File: src/rtl/dist_pkg.sv
// dist_pkg: shared helpers for the distance-zone classifier.
//   zw(n)            width of a zone index able to hold 0..n (n = out-of-range code)
//   thresh_slice()   extracts threshold T[idx] from a packed threshold vector
//   DIST_THRESH_DEF  default 4-entry threshold vector (CW = 20, N_ZONES = 3)
package dist_pkg;

  // Packed threshold vectors are widened to this size before slicing, so
  // one helper serves every CW <= 32 and N_ZONES <= 8.
  localparam int DIST_MAX_CW = 32;
  localparam int DIST_MAX_T  = 9;
  localparam int DIST_VEC_W  = DIST_MAX_CW * DIST_MAX_T;

  localparam logic [79:0] DIST_THRESH_DEF =
    {20'd60000, 20'd30000, 20'd15000, 20'd1000};

  function automatic int zw(input int n);
    return $clog2(n + 1);
  endfunction

  function automatic logic [DIST_MAX_CW-1:0] thresh_slice(
    input logic [DIST_VEC_W-1:0] vec,
    input int                    cw,
    input int                    idx
  );
    logic [DIST_VEC_W-1:0]  sh;
    logic [DIST_MAX_CW-1:0] mask;
    sh   = vec >> (idx * cw);
    mask = {DIST_MAX_CW{1'b1}} >> (DIST_MAX_CW - cw);
    return sh[DIST_MAX_CW-1:0] & mask;
  endfunction

endpackage

File: src/rtl/dist_zone_clasif.sv
// dist_zone_clasif: combinational echo-count to raw-zone classifier.
//   count  in   CW         echo width in clk cycles
//   zone   in   zw(N)      currently committed zone (used only for hysteresis)
//   raw    out  zw(N)      raw zone: i when T[i] <= count < T[i+1], else N_ZONES
// Optional feature macro: DIST_HYST_EN. When defined, a sample that falls
// within HYST counts of the committed in-range zone's band keeps that zone.
module dist_zone_clasif
  import dist_pkg::*;
#(
  parameter int                          CW      = 20,
  parameter int                          N_ZONES = 3,
  parameter logic [(N_ZONES+1)*CW-1:0]   THRESH  = DIST_THRESH_DEF,
  parameter int                          HYST    = 500
) (
  input  logic [CW-1:0]              count,
  input  logic [zw(N_ZONES)-1:0]     zone,
  output logic [zw(N_ZONES)-1:0]     raw
);

  localparam int             ZW  = zw(N_ZONES);
  localparam logic [ZW-1:0]  OOR = ZW'(N_ZONES);

  genvar gi;

  logic [N_ZONES-1:0] in_band;
  logic [ZW-1:0]      plain;

  generate
    for (gi = 0; gi < N_ZONES; gi++) begin : g_band
      localparam logic [CW-1:0] T_LO = CW'(thresh_slice(DIST_VEC_W'(THRESH), CW, gi));
      localparam logic [CW-1:0] T_HI = CW'(thresh_slice(DIST_VEC_W'(THRESH), CW, gi + 1));
      assign in_band[gi] = (count >= T_LO) && (count < T_HI);
    end
  endgenerate

  // Thresholds are strictly ascending, so at most one band matches.
  always_comb begin
    plain = OOR;
    for (int i = 0; i < N_ZONES; i++) begin
      if (in_band[i]) plain = ZW'(i);
    end
  end

`ifdef DIST_HYST_EN
  logic [N_ZONES-1:0] hyst_band;
  logic               hold;

  generate
    for (gi = 0; gi < N_ZONES; gi++) begin : g_hyst
      localparam logic [CW-1:0] T_LO   = CW'(thresh_slice(DIST_VEC_W'(THRESH), CW, gi));
      localparam logic [CW-1:0] T_HI   = CW'(thresh_slice(DIST_VEC_W'(THRESH), CW, gi + 1));
      localparam logic [CW:0]   HYST_W = (CW+1)'(HYST);
      // Widened bounds computed one bit wider so they clamp instead of wrapping.
      localparam logic [CW:0]   HI_SUM = {1'b0, T_HI} + HYST_W;
      localparam logic [CW-1:0] LO_W   = ({1'b0, T_LO} >= HYST_W) ? CW'({1'b0, T_LO} - HYST_W) : '0;
      localparam logic [CW-1:0] HI_W   = HI_SUM[CW] ? '1 : HI_SUM[CW-1:0];
      assign hyst_band[gi] = (count >= LO_W) && (count < HI_W);
    end
  endgenerate

  // Widening applies only around an in-range committed zone.
  always_comb begin
    hold = 1'b0;
    for (int i = 0; i < N_ZONES; i++) begin
      if ((zone == ZW'(i)) && hyst_band[i]) hold = 1'b1;
    end
  end

  assign raw = hold ? zone : plain;
`else
  logic        unused_zone;
  logic [31:0] unused_hyst;
  assign unused_zone = ^zone;
  assign unused_hyst = HYST;
  assign raw         = plain;
`endif

endmodule

File: src/rtl/distancia_zonas.sv
// distancia_zonas: debounced distance-zone classifier with echo watchdog.
//   clk          in   1          system clock
//   rst          in   1          synchronous active-high reset
//   count        in   CW         echo width, sampled when count_valid = 1
//   count_valid  in   1          one-cycle strobe for a new measurement
//   zone_onehot  out  N_ZONES+1  committed zone, one-hot (MSB = out-of-range)
//   zone_idx     out  zw(N)      committed zone index (N_ZONES = out-of-range)
//   zone_changed out  1          one-cycle pulse with each new committed zone
//   timeout      out  1          high while the echo watchdog has expired
// Optional feature macro: DIST_HYST_EN (boundary hysteresis in the classifier).
module distancia_zonas
  import dist_pkg::*;
#(
  parameter int                          CW      = 20,
  parameter int                          N_ZONES = 3,
  parameter logic [(N_ZONES+1)*CW-1:0]   THRESH  = DIST_THRESH_DEF,
  parameter int                          STABLE  = 3,
  parameter int                          HYST    = 500,
  parameter int                          TIMEOUT = 3_000_000
) (
  input  logic                       clk,
  input  logic                       rst,
  input  logic [CW-1:0]              count,
  input  logic                       count_valid,
  output logic [N_ZONES:0]           zone_onehot,
  output logic [zw(N_ZONES)-1:0]     zone_idx,
  output logic                       zone_changed,
  output logic                       timeout
);

  localparam int              ZW      = zw(N_ZONES);
  localparam int              RW      = $clog2(STABLE + 1);
  localparam int              WDW     = $clog2(TIMEOUT + 1);
  localparam logic [ZW-1:0]   OOR     = ZW'(N_ZONES);
  localparam logic [RW-1:0]   RUN_MAX = RW'(STABLE);
  localparam logic [WDW-1:0]  WD_LAST = WDW'(TIMEOUT - 1);

  logic [ZW-1:0]  raw_zone;
  logic [ZW-1:0]  cand_reg;
  logic           s1v_reg;
  logic [ZW-1:0]  commit_reg, commit_next;
  logic [ZW-1:0]  pend_reg,   pend_next;
  logic [RW-1:0]  run_reg,    run_next;
  logic           chg_reg,    chg_next;
  logic [WDW-1:0] wd_reg;
  logic           timeout_reg;
  logic           expire;

  dist_zone_clasif #(
    .CW      (CW),
    .N_ZONES (N_ZONES),
    .THRESH  (THRESH),
    .HYST    (HYST)
  ) u_clasif (
    .count (count),
    .zone  (commit_reg),
    .raw   (raw_zone)
  );

  // Stage 1: capture the raw zone of each strobed sample.
  always_ff @(posedge clk) begin
    if (rst) begin
      cand_reg <= '0;
      s1v_reg  <= 1'b0;
    end else begin
      s1v_reg <= count_valid;
      if (count_valid) cand_reg <= raw_zone;
    end
  end

  // Watchdog. A strobe in the would-be expiry cycle wins, so expiry is
  // qualified with !count_valid. Once expired the counter holds.
  assign expire = !count_valid && !timeout_reg && (wd_reg == WD_LAST);

  always_ff @(posedge clk) begin
    if (rst) begin
      wd_reg      <= '0;
      timeout_reg <= 1'b0;
    end else if (count_valid) begin
      wd_reg      <= '0;
      timeout_reg <= 1'b0;
    end else if (!timeout_reg) begin
      wd_reg <= wd_reg + 1'b1;
      if (expire) timeout_reg <= 1'b1;
    end
  end

  // Stage 2: consecutive-sample debounce; expiry overrides it.
  always_comb begin
    commit_next = commit_reg;
    pend_next   = pend_reg;
    run_next    = run_reg;
    chg_next    = 1'b0;
    if (expire) begin
      commit_next = OOR;
      pend_next   = '0;
      run_next    = '0;
      chg_next    = (commit_reg != OOR);
    end else if (s1v_reg) begin
      if (cand_reg == commit_reg) begin
        run_next = '0;
      end else if (cand_reg == pend_reg) begin
        run_next = (run_reg == RUN_MAX) ? run_reg : run_reg + 1'b1;
      end else begin
        pend_next = cand_reg;
        run_next  = RW'(1);
      end
      // Commit in the same edge the run length reaches STABLE.
      if ((run_next == RUN_MAX) && (pend_next != commit_reg)) begin
        commit_next = pend_next;
        chg_next    = 1'b1;
      end
    end
  end

  always_ff @(posedge clk) begin
    if (rst) begin
      commit_reg <= OOR;
      pend_reg   <= '0;
      run_reg    <= '0;
      chg_reg    <= 1'b0;
    end else begin
      commit_reg <= commit_next;
      pend_reg   <= pend_next;
      run_reg    <= run_next;
      chg_reg    <= chg_next;
    end
  end

  assign zone_idx     = commit_reg;
  assign zone_onehot  = (N_ZONES+1)'(1) << commit_reg;
  assign zone_changed = chg_reg;
  assign timeout      = timeout_reg;

endmodule

File: config.mk
export PLATFORM = sky130hd
export DESIGN_NAME = distancia_zonas
export DESIGN_NICKNAME = d
export VERILOG_FILES = /design/src/rtl/dist_pkg.sv /design/src/rtl/dist_zone_clasif.sv /design/src/rtl/distancia_zonas.sv
export SDC_FILE = /design/constraint.sdc
export NUM_CORES = 1
export LEC_CHECK = 0
export ABC_AREA = 1
export CELL_PAD_IN_SITES_DETAIL_PLACEMENT = 0
export CELL_PAD_IN_SITES_GLOBAL_PLACEMENT = 2
export CORE_MARGIN = 3
export CORE_UTILIZATION = 25
export CTS_BUF_LIST = sky130_fd_sc_hd__clkbuf_16
export CTS_CLUSTER_SIZE = 40
export DETAILED_ROUTE_END_ITERATION = 10
export PLACE_DENSITY_LB_ADDON = 0.1
export SYNTH_ARGS = -nofsm -noshare
export SYNTH_HDL_FRONTEND = slang
export SYNTH_SLANG_ARGS = --single-unit
export TNS_END_PERCENT = 30
File: constraint.sdc
create_clock -name clk -period 1.3 [get_ports clk]
set_input_delay 0.325 -clock clk [delete_from_list [all_inputs] [get_ports clk]]
set_output_delay 0.325 -clock clk [all_outputs]
set_load 0.02 [all_outputs]
# ---- After elaboration in Yosys (flattened, before gate mapping)
# Cells that the tools add are included.
dict set report word_totals {
  register_bits 33
  latch_bits 0
  mem_bits_rw 0
  rom_bits 0
  output_inout_bits 8
  n_memories 0
}
dict set report classes {
  n_addsub 2
  mul 0
  div 0
  order_cmp 6
  eq_ne 7
  n_shift 1
  muxes 17
  bitwise_logic 0
  reduce_logical 11
}
# op n
set op_table {}
lappend op_table {{two-way mux 2 bit} 12}
lappend op_table {{adder 22 x 1 -> 22 bit (second input constant)} 1}
lappend op_table {{== test 22 bit (second input constant)} 1}
lappend op_table {{>= comparator 20 x 10 -> 1 bit (second input constant)} 1}
lappend op_table {{>= comparator 20 x 14 -> 1 bit (second input constant)} 1}
lappend op_table {{>= comparator 20 x 15 -> 1 bit (second input constant)} 1}
lappend op_table {{< comparator 20 x 14 -> 1 bit (second input constant)} 1}
lappend op_table {{< comparator 20 x 15 -> 1 bit (second input constant)} 1}
lappend op_table {{< comparator 20 x 16 -> 1 bit (second input constant)} 1}
lappend op_table {{logical AND 1 bit} 6}
lappend op_table {{two-way mux 1 bit} 5}
lappend op_table {{== test 2 bit} 2}
lappend op_table {{== test 2 bit (second input constant)} 2}
lappend op_table {{OR reduction 2 bit} 2}
lappend op_table {{<< shifter 1 x 2 -> 4 bit (first input constant)} 1}
lappend op_table {{adder 2 x 1 -> 2 bit (second input constant)} 1}
lappend op_table {{zero test 1 bit} 2}
lappend op_table {{!= test 2 bit} 1}
lappend op_table {{!= test 2 bit (second input constant)} 1}
lappend op_table {{AND reduction 2 bit} 1}

# ---- Longest topological paths before layout
dict set report logic_depth {
  ltp_word 11
  mapped_depth 10
  mapped_depth_nobuf 10
}

# ---- Hierarchy
# A second synthesis with hierarchy kept.
dict set report unflattened {
  cells_unflattened 331
  area_unflattened_um2 2074.5
}
# mod instances cells_per_inst area_per_inst_um2 seq_area_each_um2
set by_module_without_submodules {}
lappend by_module_without_submodules {distancia_zonas 1 261 1774.2 660.6}
lappend by_module_without_submodules {dist_zone_clasif 1 70 300.3 0.0}

# ---- Worst setup path after synthesis
# Ideal clock, no wire load.
dict set report synth_timing {
  kind {register to register}
  from {reg wd_reg[1]}
  to {reg wd_reg[14]}
  setup_ns 0.116
  arrival_time_ns 1.310
  setup_slack_ns -0.126
  path_stages_with_launch 9
  path_buffers 0
  path_cell_list {dfxtp_1 ha_1 nand3_2 nor2_4 nand2_4 nor2_4 nand3b_1 o21ai_0 nor2_1}
}
dict set report synth_via {
  elab_chain_len 1
}
# element line
set synth_rtl {}
lappend synth_rtl {{start: declaration} distancia_zonas.sv:45} ;# logic [WDW-1:0] wd_reg;
lappend synth_rtl {{start signal: assignment} distancia_zonas.sv:83} ;# wd_reg <= wd_reg + 1'b1;
lappend synth_rtl {{adder 22 x 1 -> 22 bit} distancia_zonas.sv:83}
# No other way between the ends.
# A chain may end at the register's enable or synchronous reset.

# ---- Worst setup path after layout
dict set report layout_timing {
  from {reg wd_reg[1]}
  to {reg wd_reg[17]}
}
# The elaborated chain is that of the path after synthesis.

==> metrics.log <==
INFO  metric run_status = finished with violations
INFO  metric failed_checks = setup timing
INFO  metric r2r.worst_path.cells = 7
INFO  metric gp_congestion = 0.747
INFO  metric route.antenna.remaining_nets = 0
INFO  metric timing.critical_path.to_type = flop
INFO  metric syn_to_final_growth = 60.3%
INFO  metric grt_remaining_overflow = 0
INFO  metric cpMaxStageDelayCell = dfxtp_4
INFO  metric placedCellCount = between 400 and 500
INFO  metric placement.cell_area = roughly 0.0028 mm2
INFO  metric detailed_routing_iterations_pass_1 = 4
INFO  metric clockBufferDepth = 2
INFO  metric cp.arrival = between 1500 and 2000 ps
INFO  metric numnets_final = roughly 440
INFO  metric antenna_found_initial = 0
INFO  metric final.setup.tns = -711 ps
INFO  metric setup_violations = 12
INFO  metric io_pins = 31
INFO  metric initial_core_util = a little over a quarter
INFO  metric worstPathRequired = between 1000 and 1500 ps
INFO  metric detailedPlacementHpwl = between 4 and 5 mm
INFO  metric critical_path_buffer_and_inverter_count = 0
INFO  metric antenna_cells = 0
INFO  metric yosys.area_share.adder = less than 1%
INFO  metric synth_seq_area_share = 33.0%
INFO  metric detail_route.vias_per_cell = around 4.2
INFO  metric grt_pass1_wl = 8.68 mm
INFO  metric synth.largest_area_cell = dfxtp_1
INFO  metric fin_cells = slightly above 500
INFO  metric die_x = between 90 and 100 um
INFO  metric numCtsBuffers = 5
INFO  metric tightest_slew = 283 ps
INFO  metric synth_cell_type_count = 29
INFO  metric crit_path_frequent_cell = nand2_2
INFO  metric yosys_register_bits = 33
INFO  metric average_footprint_of_a_synthesized_cell = between 6 and 7 um2
INFO  metric final.fill_count = a little under 800
INFO  metric cts.root.buffer_cell = clkbuf_16
INFO  metric setup_clock_skew_after_layout = around 4.2 ps
INFO  metric met1_usage = between 10% and 20%
INFO  metric multiInputGateArea = 0.00133 mm2
INFO  metric detail_route.wirelength = approximately 5.4 mm
INFO  metric worstSetupPathDepth = 7
INFO  metric hold_ws = roughly 440 ps
INFO  metric share_of_yosys_cell_area_claimed_by_the_top_area_cell_type = around a third
INFO  metric critPathMaxStageDelay = around 370 ps
INFO  metric rsz_0062_raised_after_global_routing = true
INFO  metric p_per_area = just under 800 mW/mm2
INFO  metric timing_max_transition_violations_final = 0
INFO  metric fin_total_pwr = between 2 and 2.5 mW
INFO  metric post_synth_and_or_nand_nor_area_fraction = roughly 44%
INFO  metric start_kind = flop
INFO  metric synth_fp_nets = roughly 350
INFO  metric async_reset_ff_share = 0%
INFO  metric cp_max_fo = 4
INFO  metric use_met3 = 2.37%
INFO  metric vdd_ir_drop_max = ~0.00039 V
INFO  metric critPathKind = flop to flop
INFO  metric power.static_leakage = between 1 and 1.5 nW
INFO  metric critPathTopFamily = simple AND/OR/NAND/NOR gates
INFO  metric muxShareOfSynthArea = 0%
INFO  metric groute.layer.met2.usage = 19.0%
INFO  metric grt_start_max_net_pins = 11
INFO  metric postSynthCellCount = about 320
INFO  metric ys_dominant_reg_cell = dfxtp_1
INFO  metric path_cells = nand2_2 -> nor3_4 -> nand3_4 -> nor2_4 -> nand2_2 -> o21ai_2 -> nor2_1
INFO  metric first_global_vias = around 2,000
INFO  metric largest_register_ffs = 22
INFO  metric synthTopCellsByCount = nand2_1 (91), nor2_1 (57), inv_1 (44), dfxtp_1 (33), a21oi_1 (22)
INFO  metric drt_iter0_drc = 66
INFO  metric synth-compound-area-share = between 10% and 20%
INFO  metric cts-hold-fix-buffers = 0
INFO  metric h-tree-depth = 2
INFO  metric post-synth-top-count-cell = nand2_1
INFO  metric post-route-worst-setup-slack = -92.4 ps
INFO  metric timing.max_slew.rel_slack = around 81%
INFO  metric hold_viol_final = 0
INFO  metric syn-cell-area = approximately 0.0020 mm2
INFO  metric grt_most_used_layer = met2
INFO  metric yosysWarnings = 0
INFO  metric numPortBuffers = 27
INFO  metric final_layout_size_suffix_gt1_share = between 30% and 40%
INFO  metric die_h = around 95 um
INFO  metric main_combinational_cell_family_by_area_after_synthesis = simple AND/OR/NAND/NOR gates
INFO  metric grt_usage = ~12%
INFO  metric post_drt_wl_per_cell = approximately 10 um
INFO  metric worst_setup_hold_path_clk_slew = 50 ps
INFO  metric tritoncts = built
INFO  metric hp-class = flop to flop
INFO  metric postLayoutCellArea = about 0.0032 mm2
INFO  metric clkSinkCount = 33
INFO  metric core.rowCount = 31
INFO  metric min_path_cells = 2
INFO  metric clk_latency = between 200 and 300 ps
INFO  metric biggest_area_contributors_in_the_synthesized_netlist = dfxtp_1 (33%), nand2_1 (17%), nor2_1 (11%), inv_1 (8.3%), a21oi_1 (5.5%)
INFO  metric seqCellArea = between 600 and 700 um2
INFO  metric finalWorstPathRequiredPeriod = approximately 1400 ps
INFO  metric dieArea = 0.00911 mm2
INFO  metric max_freq = 718 MHz
INFO  metric xor_xnor_cell_area_share_of_the_yosys_netlist = ~1.8%
INFO  metric synth-edff-count = 0
INFO  metric max-cap-violations = 0
INFO  metric drcViolationCount = 0
INFO  metric number_of_vias_in_the_routed_layout = roughly 2,200
INFO  metric post-route-period-util = 107%
INFO  metric area_of_the_core_region = ~0.0075 mm2
final cells by class:
class / count / share of cell area (%)
clock inverters: 3 / 0.430
inverters: 47 / 5.66
clock buffers: 5 / 3.90
multi-input cells: 240 / 41.6
repair buffers: 88 / 23.0
flip-flops and latches: 33 / 21.6
well taps: 99 / 3.87
metal layers:
layer / vias up / routed length (um)
li1: 1200 / -
met1: 940 / 2780
met2: 26 / 2340
met3: 4 / 178
met4: 0 / 50
met5: - / 0
timing repair:
action	CTS	global route
resized for setup	40	73
buffers inserted	3	9
setup endpoints to repair	32	35
hold endpoints to repair	0	0
pin swaps	3	27
placed cells by master (no fill, tap or decap), types with 4 or more instances in the layout:
cell and count:
nand2_1 80, buf_4 60, nor2_1 46, inv_1 39, dfxtp_1 23, a21oi_1 21
nand3_1 14, dlymetal6s2s_1 14, nor2_2 13, nand2_2 12, inv_2 7, dfxtp_4 7
o21ai_0 6, nand4_1 5, o21ai_1 5, clkbuf_16 5, nor2_4 4, nor3_2 4
nor3_1 4, clkdlybuf4s50_1 4, buf_2 4
where the power goes:
part           leakage [nW]  switching [mW]  total (mW)  internal, mW
clock                0.0748           0.419        1.11         0.694
combinational          1.11           0.149       0.306         0.157
sequential            0.272          0.0273        1.05          1.02
tightest hold or removal path, cell delays in order (launching register included):
cell,delay [ps]
dfxtp_1,300
inv_1,50
a21oi_1,50
worst paths after layout:
check	end	slack [ps]	from
worst min-delay path	wd_reg[19]	440	wd_reg[19]
worst min register to register	wd_reg[19]	440	wd_reg[19]
worst max-delay path	wd_reg[17]	-90	wd_reg[1]
worst max register to register	wd_reg[17]	-90	wd_reg[1]
cells by family (layout without fill, tap and decap cells):
kind of cell / after synthesis / count (layout)
AO/OA/AOI/OAI: 39 / 39
flip-flops: 33 / 33
buffers and inverters: 49 / 143
adder cells (fa/ha/maj): 1 / 1
AND/OR/NAND/NOR: 196 / 196
XOR/XNOR: 4 / 4
stage by stage:
step / utilization (%) / worst slack [ps]
6_report: 42.8 / -92.4
5_1_grt: 42.8 / -188
4_1_cts: 39.3 / -107
3_5_place_dp: 36.9 / -459
3_3_place_gp: 36.9 / -406
2_1_floorplan: - / -31.9
Power figures use the tool's default switching activity.
